## src/rtl/ram_dma_pkg.sv

```systemverilog
// Shared types and constants for the ram_dma block-copy/fill sequencer.
package ram_dma_pkg;

  typedef enum logic [2:0] {
    IDLE,
    RD,
    WAIT,
    WR,
    FIN
  } state_t;

  localparam logic MODE_COPY = 1'b0;
  localparam logic MODE_FILL = 1'b1;

  localparam int DEF_ADDR_W = 5;
  localparam int DEF_DATA_W = 32;

endpackage

```

## src/rtl/ram_dma_addr_gen.sv

```systemverilog
// Source/destination word pointers and remaining-word counter for ram_dma.
// Pointers wrap modulo 2**ADDR_W; last flags the final word of the command.
module ram_dma_addr_gen #(
  parameter int ADDR_W = 5
) (
  input  logic              clk,
  input  logic              rst_n,
  input  logic              load,
  input  logic              step,
  input  logic [ADDR_W-1:0] src_init,
  input  logic [ADDR_W-1:0] dst_init,
  input  logic [ADDR_W:0]   len_init,
  output logic [ADDR_W-1:0] dst_ptr,
  output logic [ADDR_W-1:0] src_next,
  output logic [ADDR_W-1:0] dst_next,
  output logic              last
);

  localparam logic [ADDR_W-1:0] PTR_ONE = 1;
  localparam logic [ADDR_W:0]   CNT_ONE = 1;

  logic [ADDR_W-1:0] src_ptr;
  logic [ADDR_W:0]   remaining;

  always_ff @(posedge clk or negedge rst_n) begin
    if (!rst_n) begin
      src_ptr   <= '0;
      dst_ptr   <= '0;
      remaining <= '0;
    end else if (load) begin
      src_ptr   <= src_init;
      dst_ptr   <= dst_init;
      remaining <= len_init;
    end else if (step) begin
      src_ptr   <= src_next;
      dst_ptr   <= dst_next;
      remaining <= remaining - CNT_ONE;
    end
  end

  // Natural overflow of the ADDR_W-bit add gives the 31 -> 0 wrap.
  assign src_next = src_ptr + PTR_ONE;
  assign dst_next = dst_ptr + PTR_ONE;
  assign last     = (remaining == CNT_ONE);

endmodule

```

## src/rtl/ram_dma.sv

```systemverilog
// Block copy/fill sequencer driving a single-port synchronous RAM.
// Optional RAM_DMA_CHECKSUM_EN adds an XOR checksum of all words written.
module ram_dma
  import ram_dma_pkg::*;
#(
  parameter int ADDR_W = DEF_ADDR_W,
  parameter int DATA_W = DEF_DATA_W,
  parameter int RD_LAT = 1
) (
  input  logic              clk,
  input  logic              rst_n,
  input  logic              start,
  input  logic              mode,
  input  logic [ADDR_W-1:0] src_addr,
  input  logic [ADDR_W-1:0] dst_addr,
  input  logic [ADDR_W:0]   len,
  input  logic [DATA_W-1:0] fill_data,
  output logic              busy,
  output logic              done,
  output logic              ram_ena,
  output logic              ram_wena,
  output logic [ADDR_W-1:0] ram_addr,
  output logic [DATA_W-1:0] ram_wdata,
  input  logic [DATA_W-1:0] ram_rdata
`ifdef RAM_DMA_CHECKSUM_EN
  ,
  output logic [DATA_W-1:0] checksum
`endif
);

  localparam logic [1:0] WAIT_INIT = 2'(RD_LAT - 1);

  state_t            state;
  logic              mode_q;
  logic [1:0]        wait_cnt;
  logic              load;
  logic              step;
  logic              wait_last;
  logic [ADDR_W-1:0] dst_ptr;
  logic [ADDR_W-1:0] src_next;
  logic [ADDR_W-1:0] dst_next;
  logic              last;

  assign load      = (state == IDLE) && start;
  assign step      = (state == WR);
  assign wait_last = (state == WAIT) && (wait_cnt == 2'd0);

  ram_dma_addr_gen #(.ADDR_W(ADDR_W)) u_addr_gen (
    .clk      (clk),
    .rst_n    (rst_n),
    .load     (load),
    .step     (step),
    .src_init (src_addr),
    .dst_init (dst_addr),
    .len_init (len),
    .dst_ptr  (dst_ptr),
    .src_next (src_next),
    .dst_next (dst_next),
    .last     (last)
  );

  // Outputs are registered: each transition loads the bus values of the
  // state being entered. ram_wdata doubles as the read-data register.
  always_ff @(posedge clk or negedge rst_n) begin
    if (!rst_n) begin
      state     <= IDLE;
      mode_q    <= MODE_COPY;
      wait_cnt  <= 2'd0;
      busy      <= 1'b0;
      done      <= 1'b0;
      ram_ena   <= 1'b0;
      ram_wena  <= 1'b0;
      ram_addr  <= '0;
      ram_wdata <= '0;
    end else begin
      done     <= 1'b0;
      ram_ena  <= 1'b0;
      ram_wena <= 1'b0;
      case (state)
        IDLE: begin
          if (start) begin
            mode_q <= mode;
            if (len == '0) begin
              state <= FIN;
              done  <= 1'b1;
            end else if (mode == MODE_FILL) begin
              state     <= WR;
              busy      <= 1'b1;
              ram_ena   <= 1'b1;
              ram_wena  <= 1'b1;
              ram_addr  <= dst_addr;
              ram_wdata <= fill_data;
            end else begin
              state    <= RD;
              busy     <= 1'b1;
              ram_ena  <= 1'b1;
              ram_addr <= src_addr;
            end
          end
        end
        RD: begin
          state    <= WAIT;
          wait_cnt <= WAIT_INIT;
        end
        WAIT: begin
          if (wait_last) begin
            state     <= WR;
            ram_ena   <= 1'b1;
            ram_wena  <= 1'b1;
            ram_addr  <= dst_ptr;
            ram_wdata <= ram_rdata;
          end else begin
            wait_cnt <= wait_cnt - 2'd1;
          end
        end
        WR: begin
          if (last) begin
            state <= FIN;
            busy  <= 1'b0;
            done  <= 1'b1;
          end else if (mode_q == MODE_FILL) begin
            ram_ena  <= 1'b1;
            ram_wena <= 1'b1;
            ram_addr <= dst_next;
          end else begin
            state    <= RD;
            ram_ena  <= 1'b1;
            ram_addr <= src_next;
          end
        end
        FIN:     state <= IDLE;
        default: state <= IDLE;
      endcase
    end
  end

`ifdef RAM_DMA_CHECKSUM_EN
  logic [DATA_W-1:0] csum_q;

  // Accumulate on the same edges that load a write word onto the bus.
  always_ff @(posedge clk or negedge rst_n) begin
    if (!rst_n) begin
      csum_q <= '0;
    end else if (load) begin
      csum_q <= ((mode == MODE_FILL) && (len != '0)) ? fill_data : '0;
    end else if (wait_last) begin
      csum_q <= csum_q ^ ram_rdata;
    end else if (step && !last && (mode_q == MODE_FILL)) begin
      csum_q <= csum_q ^ ram_wdata;
    end
  end

  assign checksum = csum_q;
`endif

endmodule

```

## config.mk

```make
export PLATFORM = sky130hd
export DESIGN_NAME = ram_dma
export DESIGN_NICKNAME = d
export VERILOG_FILES = /design/src/rtl/ram_dma_pkg.sv /design/src/rtl/ram_dma_addr_gen.sv /design/src/rtl/ram_dma.sv
export SDC_FILE = /design/constraint.sdc
export NUM_CORES = 1
export LEC_CHECK = 0
export BUFFER_PORTS_ARGS = -buffer_cell sky130_fd_sc_hd__buf_2
export CAP_MARGIN = 5
export CELL_PAD_IN_SITES_DETAIL_PLACEMENT = 0
export CELL_PAD_IN_SITES_GLOBAL_PLACEMENT = 1
export CORE_UTILIZATION = 25
export DETAILED_ROUTE_END_ITERATION = 12
export GPL_ROUTABILITY_DRIVEN = 1
export PLACE_DENSITY = 0.66
export SLEW_MARGIN = 20
export SYNTH_ARGS = -nofsm -noshare
export SYNTH_HDL_FRONTEND = slang
export SYNTH_SLANG_ARGS = --single-unit
```

## constraint.sdc

```tcl
create_clock -name clk -period 2.6 [get_ports clk]
set_input_delay 0.52 -clock clk [delete_from_list [all_inputs] [get_ports clk]]
set_output_delay 0.52 -clock clk [all_outputs]
set_load 0.02 [all_outputs]
```

* Word-level counts from Yosys, hierarchy flattened
Index checks and enable logic that the tools add are counted.
** Word-level totals
- Register bits after elaboration :: 63
** Operators by class
- Add/sub/neg operators :: 4
- Equality and inequality tests :: 12
- Mux-type cells :: 46
- Reduce and logical (&&, ||, !) cells :: 16
** Operator list (count)
- 32-bit two-way mux :: 4
- 32-bit case mux with 2 select lines :: 1
- 5-bit two-way mux :: 10
- 1-bit two-way mux :: 15
- 3-bit two-way mux :: 5
- 5-bit case mux with 3 select lines :: 1
- 6-bit two-way mux :: 2
- 2-bit inequality test, second input constant :: 6
- 3-bit case mux with 4 select lines :: 1
- 5-bit by 1-bit adder with 5-bit output, second input constant :: 2
- 5-bit AND reduction :: 2
- 2-bit nonzero test :: 4
- 3-bit by 2-bit equality test with 1-bit output, second input constant :: 2
- 6-bit by 1-bit equality test with 1-bit output, second input constant :: 1
- 6-bit zero test :: 1
- 1-bit case mux with 3 select lines :: 2
- 6-bit by 1-bit subtractor with 6-bit output, second input constant :: 1
- 2-bit two-way mux :: 2
- 1-bit case mux with 2 select lines :: 2
- 2-bit case mux with 2 select lines :: 1
- 2-bit AND reduction :: 2
- 4-bit AND reduction :: 1
- 3-bit by 1-bit equality test with 1-bit output, second input constant :: 1
- 3-bit zero test :: 1
- 7 further kinds :: 8

* Depth between registers and ports, before layout
Gate-level depths: netlist of run 1.
- Depth in word-level cells :: 4
- Mapped depth :: 9

* Cells and area by module
From an unflattened synthesis of run 1, not the netlist that was laid out.
** Second synthesis, totals
- Cell total of the unflattened synthesis :: 295
- Area, all modules :: 3554.7 um^2
** By module, submodules not included
- ram_dma :: area each 2605.0 um^2, cells an instance 192, instances 1, sequential area each 1176.1 um^2
- ram_dma_addr_gen :: area each 949.7 um^2, cells an instance 103, instances 1, sequential area each 400.4 um^2

* Worst setup path after synthesis of run 1
No wires, ideal clock.
- Kind :: register -> register
- From :: register state[2]
- To :: register ram_addr[0]
- Cell stages (with the launch flop) :: 8
- Period minus slack after synthesis :: 2001 ps
- Required time :: 2475 ps
- Buffers on the path :: 3
- Setup slack :: 599 ps
- Data arrival time :: 1877 ps
- Cell sequence :: dfrtp_1 buf_6 or4b_1 buf_2 a21oi_2 a221o_1 buf_4 mux2_2
** Between the ends
- Cells in the longest elaborated chain, start to end :: 4
- Elaborated cells between the ends (all ways) :: 11
** RTL lines
- start: declaration :: RTL line ram_dma.sv:33 : state_t state;
- start signal: assignment :: RTL line ram_dma.sv:66 : state <= IDLE;
- start signal: assignment :: RTL line ram_dma.sv:84 : state <= FIN;
- start signal: assignment :: RTL line ram_dma.sv:87 : state <= WR;
- 3-bit by 2-bit equality test with 1-bit output :: RTL line ram_dma.sv:46, ram_dma.sv:79
- 1-bit logical AND :: RTL line ram_dma.sv:46 : assign wait_last = (state == WAIT) && (wait_cnt == 2'd0);
- 2-bit inequality test (no source line)
- 5-bit AND reduction (no source line)
- end signal: assignment :: RTL line ram_dma.sv:91 : ram_addr <= dst_addr;
- end signal: assignment :: RTL line ram_dma.sv:97 : ram_addr <= src_addr;
- end signal: assignment :: RTL line ram_dma.sv:110 : ram_addr <= dst_ptr;
- end: declaration :: RTL line ram_dma.sv:22 : output logic [ADDR_W-1:0] ram_addr,
Parallel ways exist; a longest one is shown, timed or not.
A chain may end at the register's enable or synchronous reset.

* Final worst setup path of run 1
- From :: register state[2]
- To :: register ram_wdata[27]
** Between the ends
- Cells in the longest elaborated chain, start to end :: 4
- Elaborated cells between the ends (all ways) :: 10
** RTL lines
- 3-bit by 2-bit equality test with 1-bit output :: RTL line ram_dma.sv:46, ram_dma.sv:79
- 1-bit logical AND :: RTL line ram_dma.sv:46
- 2-bit inequality test (no source line)
- 5-bit AND reduction (no source line)
- end signal: assignment :: RTL line ram_dma.sv:92 : ram_wdata <= fill_data;
- end signal: assignment :: RTL line ram_dma.sv:111 : ram_wdata <= ram_rdata;
- end: declaration :: RTL line ram_dma.sv:23 : output logic [DATA_W-1:0] ram_wdata,
Parallel ways exist; a longest one is shown, timed or not.

==> results by group, run 1 <==
Logic synthesis
  – Top cell type by total area after synthesis: dfrtp_1
  – Register bit total from synthesis: 63
  – Mapped Cells: around 330
  – Synth Warn #: 0
  – Post-synth top area share: 47.55%
  – Syn Nets: 414
  – Seq/Total Area, Yosys: 47.55%
  – Synth top area cells: dfrtp_1, mux2i_1, nor2_1
  – Synth cell types: 41
  – Cell Area, Synth: about 3300 sq um
  – Synth Area per Inst: 10.20 sq um

Finish
  – Ant diodes: 0
  – Storage element area: ~1600 sq um
  – Area occupied by multi-input gates: 1574 sq um
  – Fraction of layout instances using a drive strength above 1: 38.90%
  – Layout Nets: between 500 and 600
  – Filler cells: 1322
  – Commonest non-fill, non-tap cells in the layout: buf_2, dfrtp_1, nor2_1
  – Area growth, synth to finish: 32.87%
  – Most common cell after layout, fill and taps aside: buf_2
  – Layout Utilization: 34.49%
  – Post-route cell area: 4405 sq um
  – Final non-filler cell total: approximately 630

Die
  – Die Y: 117.2 um
  – Initial Util: around a quarter
  – Floorplan row count: a little over 40
  – # IOs: 125
  – Core area: ~13000 sq um
  – Die Area: 13730 sq um
  – DIE WIDTH: 117.2 um

STA
  – Clock skew: between 6 and 7 ps
  – Fin. Hold Viols: 0
  – Setup TNS: 0 ps
  – Max_slew headroom: 50.55%
  – Final setup viols: 0
  – Worst Max-Slew Pin Slew: roughly 740 ps
  – Final period util: approximately 88%
  – Final setup margin: a little over 300 ps
  – Final Max Slew Viols: 0
  – RSZ-0062 raised after global routing: no
  – Final min period: 2288 ps
  – Fmax: 437.1 MHz

CTS
  – Worst-skew pair later-pin latency: 330 ps
  – Num Clock Sinks: 63
  – Post_cts resized: 0
  – Setup repair bufs after CTS: 0
  – Reg clk slew, reported paths: 60 ps
  – Longest Clk Path Bufs: 2
  – H-tree depth: 3
  – CTS tree: built
  – Hold_buf cts: 0
  – Num CTS Buffers: 9
  – Root buffer cell: clkbuf_16

Worst setup path
  – Buffers & Inverters on Critical Path: 1
  – Crit-path cells: or4b_1 > a21oi_2 > a22o_4 > buf_4 > nor2_1 > a21oi_1
  – Crit path DAT: 2550 ps
  – Crit Path Max Fanout: 26
  – Top delay family on crit path: simple AND/OR/NAND/NOR gates
  – Worst setup EP type: register
  – Crit start category: register
  – Data required time of the critical path: 2860 ps
  – CP max stage cell: or4b_1
  – Slowest Stage Delay on Critical Path: 700 ps
  – Setup CP Type: register to register

Pwr
  – Pint: 0.003362 W
  – Pwr Density: 1369 nW/um^2
  – Combinational share of power: between 50% and 60%
  – Switching Share: 44.25%
  – Worst VDD drop: 0.0003651 V
  – P_sw: ~0.0027 W
  – Clock power share: 18.3%
  – Leakage: around 2.0 nW
  – Sequential Power Share: between 20 and 30%

Detailed routing
  – Wire per inst: 14.70 um
  – DRC viols: 0
  – Antenna Violating Nets Remaining: 0
  – Routed WL: 9.215 mm
  – DR vias: 2866
  – TritonRoute pass-1 iters: 4
  – DR iter-0 viols: between 100 and 150
  – Vias/cell: roughly 4.6

GRT
  – First-pass GRT wire length: 14.17 mm
  – Initial antenna violation count: 0
  – GRT Resource Usage Total: 13.90%
  – Vias in the first global route: 2670
  – Largest net degree at the start of global routing: 34
  – GR Overflow Total: 0

Placed design
  – Final GP Congestion: 0.7694
  – Placed Cells: 611
  – Post-DP HPWL: about 6.9 mm
  – Placed Area: 4131 sq um
  – Pre-CTS WS: 293.0 ps
  – Port Buffers: 124

Hold path
  – Hold Path Class: input port to asynchronous set/reset pin

Run status
  – Status: complete, no violations

Flow run
  – MaxCap Viol Count: 0
[logic make-up (layout without fill, tap and decap cells)]
family	count (synthesis)	count (layout)	synth area share [%]
AOI/OAI and AO/OA	88	88	19.02
muxes	40	40	12.11
buffers and inverters	29	159	5.132
adders and majority gates	5	5	1.887
and+or+nand+nor	95	95	12.98
DFF	63	63	47.55
xor gates and xnor gates	5	5	1.321
[through the flow]
step | hold WS [ps] | power, W
2_1_floorplan | 224.4 | 0.004051
5_1_grt | 308.5 | 0.006488
3_3_place_gp | 486.2 | 0.004898
3_5_place_dp | 489.5 | 0.004971
6_report | 250.8 | 0.006031
4_1_cts | 274.9 | 0.006102
[cells in the mapped netlist]
master and instances:
a211oi_1 1, a21o_1 1, a21oi_1 22, a21oi_2 19, a221o_1 10, a22o_1 2
a22o_4 1, a22oi_1 5, a311oi_1 1, a31o_2 1, a31oi_1 4, a32oi_1 1
buf_1 2, buf_2 4, buf_4 3, buf_6 6, clkbuf_1 8, dfrtp_1 63
ha_1 5, inv_1 6, mux2_2 1, mux2i_1 39, nand2_1 22, nand2b_1 4
nand3_1 6, nand3b_1 1, nor2_1 46, nor2b_1 2, nor3_1 5, nor3b_1 3
nor4_1 1, nor4b_2 1, o211ai_1 2, o21ai_0 12, o221ai_1 1, o22ai_1 5
or3_1 1, or4_1 2, or4b_1 1, xnor2_1 1, xor2_1 4
[routing by layer]
layer  GRT usage (%)  vias to the layer above  part of all wire (%)
met1           18.07                     1363                    45
met3           3.450                        8                   4.7
met4           5.570                        0                   1.2
li1                -                     1428                     -
met2           22.12                       67                    50
met5               0                        -                     0
[power by group through the flow]
stage | clock network [W] | logic [W] | registers (W)
5_1_grt | 0.00119 | 0.00344 | 0.00185
3_5_place_dp | 0 | 0.00317 | 0.00181
6_report | 0.00111 | 0.00313 | 0.00179
3_3_place_gp | 0 | 0.00311 | 0.00179
2_1_floorplan | 0 | 0.00195 | 0.00210
4_1_cts | 0.00114 | 0.00317 | 0.00180
[final cells by class]
cell class | count | share of cell area, %
Sequential cell | 63 | 35.79
Multi-Input combinational cell | 233 | 35.73
Timing Repair Buffer | 137 | 16.87
Clock buffer | 9 | 5.112
Tap cell | 172 | 4.885
Clock inverter | 7 | 1.108
Inverter | 6 | 0.5112
[registers in the layout, indices dropped and copies added (netlist names)]
signal,flops
ram_wena,1
ram_ena,1
done,1
wait_cnt,2
u_addr_gen.src_ptr,5
u_addr_gen.remaining,6
busy,1
u_addr_gen.dst_ptr,5
ram_wdata,32
state,3
ram_addr,5
mode_q,1
[path summary, 6_finish.rpt]
check	cells past startpoint	slack (ps)	endpoint	from
worst max-delay path	6	310	ram_wdata[27]	state[2]
worst min register to register	2	500	u_addr_gen.remaining[5]	u_addr_gen.remaining[5]
max in group asynchronous	2	1610	ram_wdata[13]	rst_n
worst max register to register	6	310	ram_wdata[27]	state[2]
worst min-delay path	1	250	u_addr_gen.remaining[5]	rst_n
min in group clk	3	430	u_addr_gen.remaining[5]	len[5]
Note: power is estimated with default switching activity, not from simulation.
==> inputs of run 2 (changes only) <==
- REMOVE_ABC_BUFFERS: unset -> 1
==> results by group, run 2 (synthesized netlist as in run 1, its figures left out) <==
CTS
  – Setup repair bufs after CTS: 0 (unchanged)
  – Longest Clk Path Bufs: 2 (unchanged)
  – Worst-skew pair later-pin latency: 330 ps (about the same)
  – H-tree depth: 3 (unchanged)
  – Hold_buf cts: 0 (unchanged)
  – CTS tree: built
  – Num CTS Buffers: 9 (unchanged)
  – Reg clk slew, reported paths: 50 ps (about the same)
  – Num Clock Sinks: 63 (unchanged)
  – Post_cts resized: 0 (unchanged)
  – Root buffer cell: clkbuf_16

GRT
  – First-pass GRT wire length: 13.24 mm (-6.5%)
  – Initial antenna violation count: 1 (+1)
  – Largest net degree at the start of global routing: 40 (+18%)
  – GRT Resource Usage Total: 13.10% (-0.79 points)
  – GR Overflow Total: 0 (unchanged)
  – Vias in the first global route: 2644 (-0.97%)

Run status
  – Status: complete, no violations

Pwr
  – Worst VDD drop: 0.0003833 V (+5.0%)
  – Leakage: 2.036 nW (+1.7%)
  – Final Power: 0.006125 W (+1.6%)
  – Pwr Density: 1377 nW/um^2 (+0.60%)

STA
  – Fin. Hold Viols: 0 (unchanged)
  – RSZ-0062 raised after global routing: no
  – Worst Max-Slew Pin Slew: 639.0 ps (-102.7 ps)
  – Final period util: 84.65% (-3.4 points)
  – Clock skew: 3.480 ps (-2.670 ps)
  – Final Max Slew Viols: 0 (unchanged)
  – Fmax: 454.4 MHz (+4.0%)
  – Fin Hold WS: 210.8 ps (-40.04 ps)
  – Final min period: 2201 ps (-87.25 ps)
  – Max_slew headroom: 57.40% (+6.8 points)
  – Final setup viols: 0 (unchanged)

Finish
  – Fraction of layout instances using a drive strength above 1: 38.38% (-0.52 points)
  – Storage element area: 1577 sq um (unchanged)
  – Commonest non-fill, non-tap cells in the layout: buf_2, dfrtp_1, nor2_1
  – Area occupied by multi-input gates: 1574 sq um (unchanged)
  – Layout Nets: 540 (+0.19%)
  – Top reg by flops: ram_wdata
  – Area growth, synth to finish: 34.15%
  – Final non-filler cell total: 629 (+0.32%)
  – Largest regs: ram_wdata x32, u_addr_gen.remaining x6
  – Most common cell after layout, fill and taps aside: buf_2
  – Largest register FFs: 32 (unchanged)
  – Filler cells: 1313 (-0.68%)

Worst setup path
  – Crit-path cells: or4b_1 > a21oi_2 > a22o_4 > buf_12 > nor2_1 > a21oi_1
  – Crit path DAT: 2450 ps (-100 ps)
  – Crit Path Max Fanout: 35 (+35%)
  – Crit start category: register
  – Worst setup EP type: register
  – Slowest Stage Delay on Critical Path: 630 ps (-70 ps)
  – Setup CP Type: register to register
  – Top delay family on crit path: compound AO/OA/AOI/OAI gates
  – Data required time of the critical path: 2850 ps (about the same)
  – CP max stage cell: or4b_1
  – Buffers & Inverters on Critical Path: 1 (unchanged)

Placed design
  – Final GP Congestion: 0.7413 (-3.7%)
  – Port Buffers: 124 (unchanged)
  – Placed Cells: 612 (+0.16%)
  – Post-DP HPWL: 6.740 mm (-2.1%)

Detailed routing
  – Wire per inst: 14.19 um (-3.5%)
  – DRC viols: 0 (unchanged)
  – Antenna Violating Nets Remaining: 0 (unchanged)
  – DR vias: 2849 (-0.59%)
  – TritonRoute pass-1 iters: 4 (unchanged)
  – Vias/cell: 4.529 (-0.91%)
  – Routed WL: 8.923 mm (-3.2%)
  – DR iter-0 viols: 126 (+15%)

Flow run
  – MaxCap Viol Count: 0 (unchanged)

Hold path
  – Hold Path Class: input port to asynchronous set/reset pin

Die
  – Core area: 12770 sq um (unchanged)
  – Initial Util: 25.96% (unchanged)
  – # IOs: 125 (unchanged)
  – Die Y: 117.2 um (unchanged)
  – DIE WIDTH: 117.2 um (unchanged)
  – Floorplan row count: 41 (unchanged)
  – Die Area: 13730 sq um (unchanged)
[run 2: layout make-up]
class,instances,share of cell area [%]
Tap cell,172,4.838
Clock inverter,4,1.575
Multi-Input combinational cell,233,35.39
Timing Repair Buffer,138,16.88
Antenna cell,1,0.05626
Sequential cell,63,35.44
Clock buffer,12,5.316
Inverter,6,0.5063
[run 2: routing by layer]
metal | GRT usage (%) | part of all wire [%] | vias to the layer above
met2 | 22.04 | 45 | 106
met1 | 15.24 | 45 | 1309
met5 | 0 | 0 | -
li1 | - | - | 1424
met3 | 4.222 | 8.0 | 10
met4 | 5.823 | 1.7 | 0
[run 2: through the flow]
step           instance area (sq um)  setup TNS (ps)  util, %  setup slack [ps]
6_report                        4448               0    34.82             399.2
5_1_grt                         4446               0    34.80             260.4
4_1_cts                         4446               0    34.80             406.5
3_5_place_dp                    4139               0    32.40             354.6
3_3_place_gp                    4139               0    32.40             405.5
2_1_floorplan                   3168         -106550        -             -2720
[run 2: worst reg2reg max path, delay by kind of cell, from the launching register on]
family / cells / cell delay (ps)
buffers and inverters: 1 / 230
DFF: 1 / 490
and+or+nand+nor: 2 / 700
AOI/OAI and AO/OA: 3 / 700
[run 2: path summary, 6_finish.rpt]
path                                         startpoint                       to  slack [ps]  cells after the start
worst min register to register  u_addr_gen.remaining[5]  u_addr_gen.remaining[5]         500                      2
worst max-delay path                           state[1]            ram_wdata[28]         400                      6
max in group asynchronous                         rst_n  u_addr_gen.remaining[0]        1750                      2
worst max register to register                 state[1]            ram_wdata[28]         400                      6
worst min-delay path                              rst_n            ram_wdata[28]         210                      1
min in group clk                                 len[1]  u_addr_gen.remaining[1]         420                      3
[run 2: report_power, final]
| group | internal [W] | switching, W | total, W |
|---|---|---|---|
| Sequential | 0.00146 | 0.000330 | 0.00179 |
| Clock | 0.000836 | 0.000430 | 0.00127 |
| Combinational | 0.00125 | 0.00182 | 0.00307 |
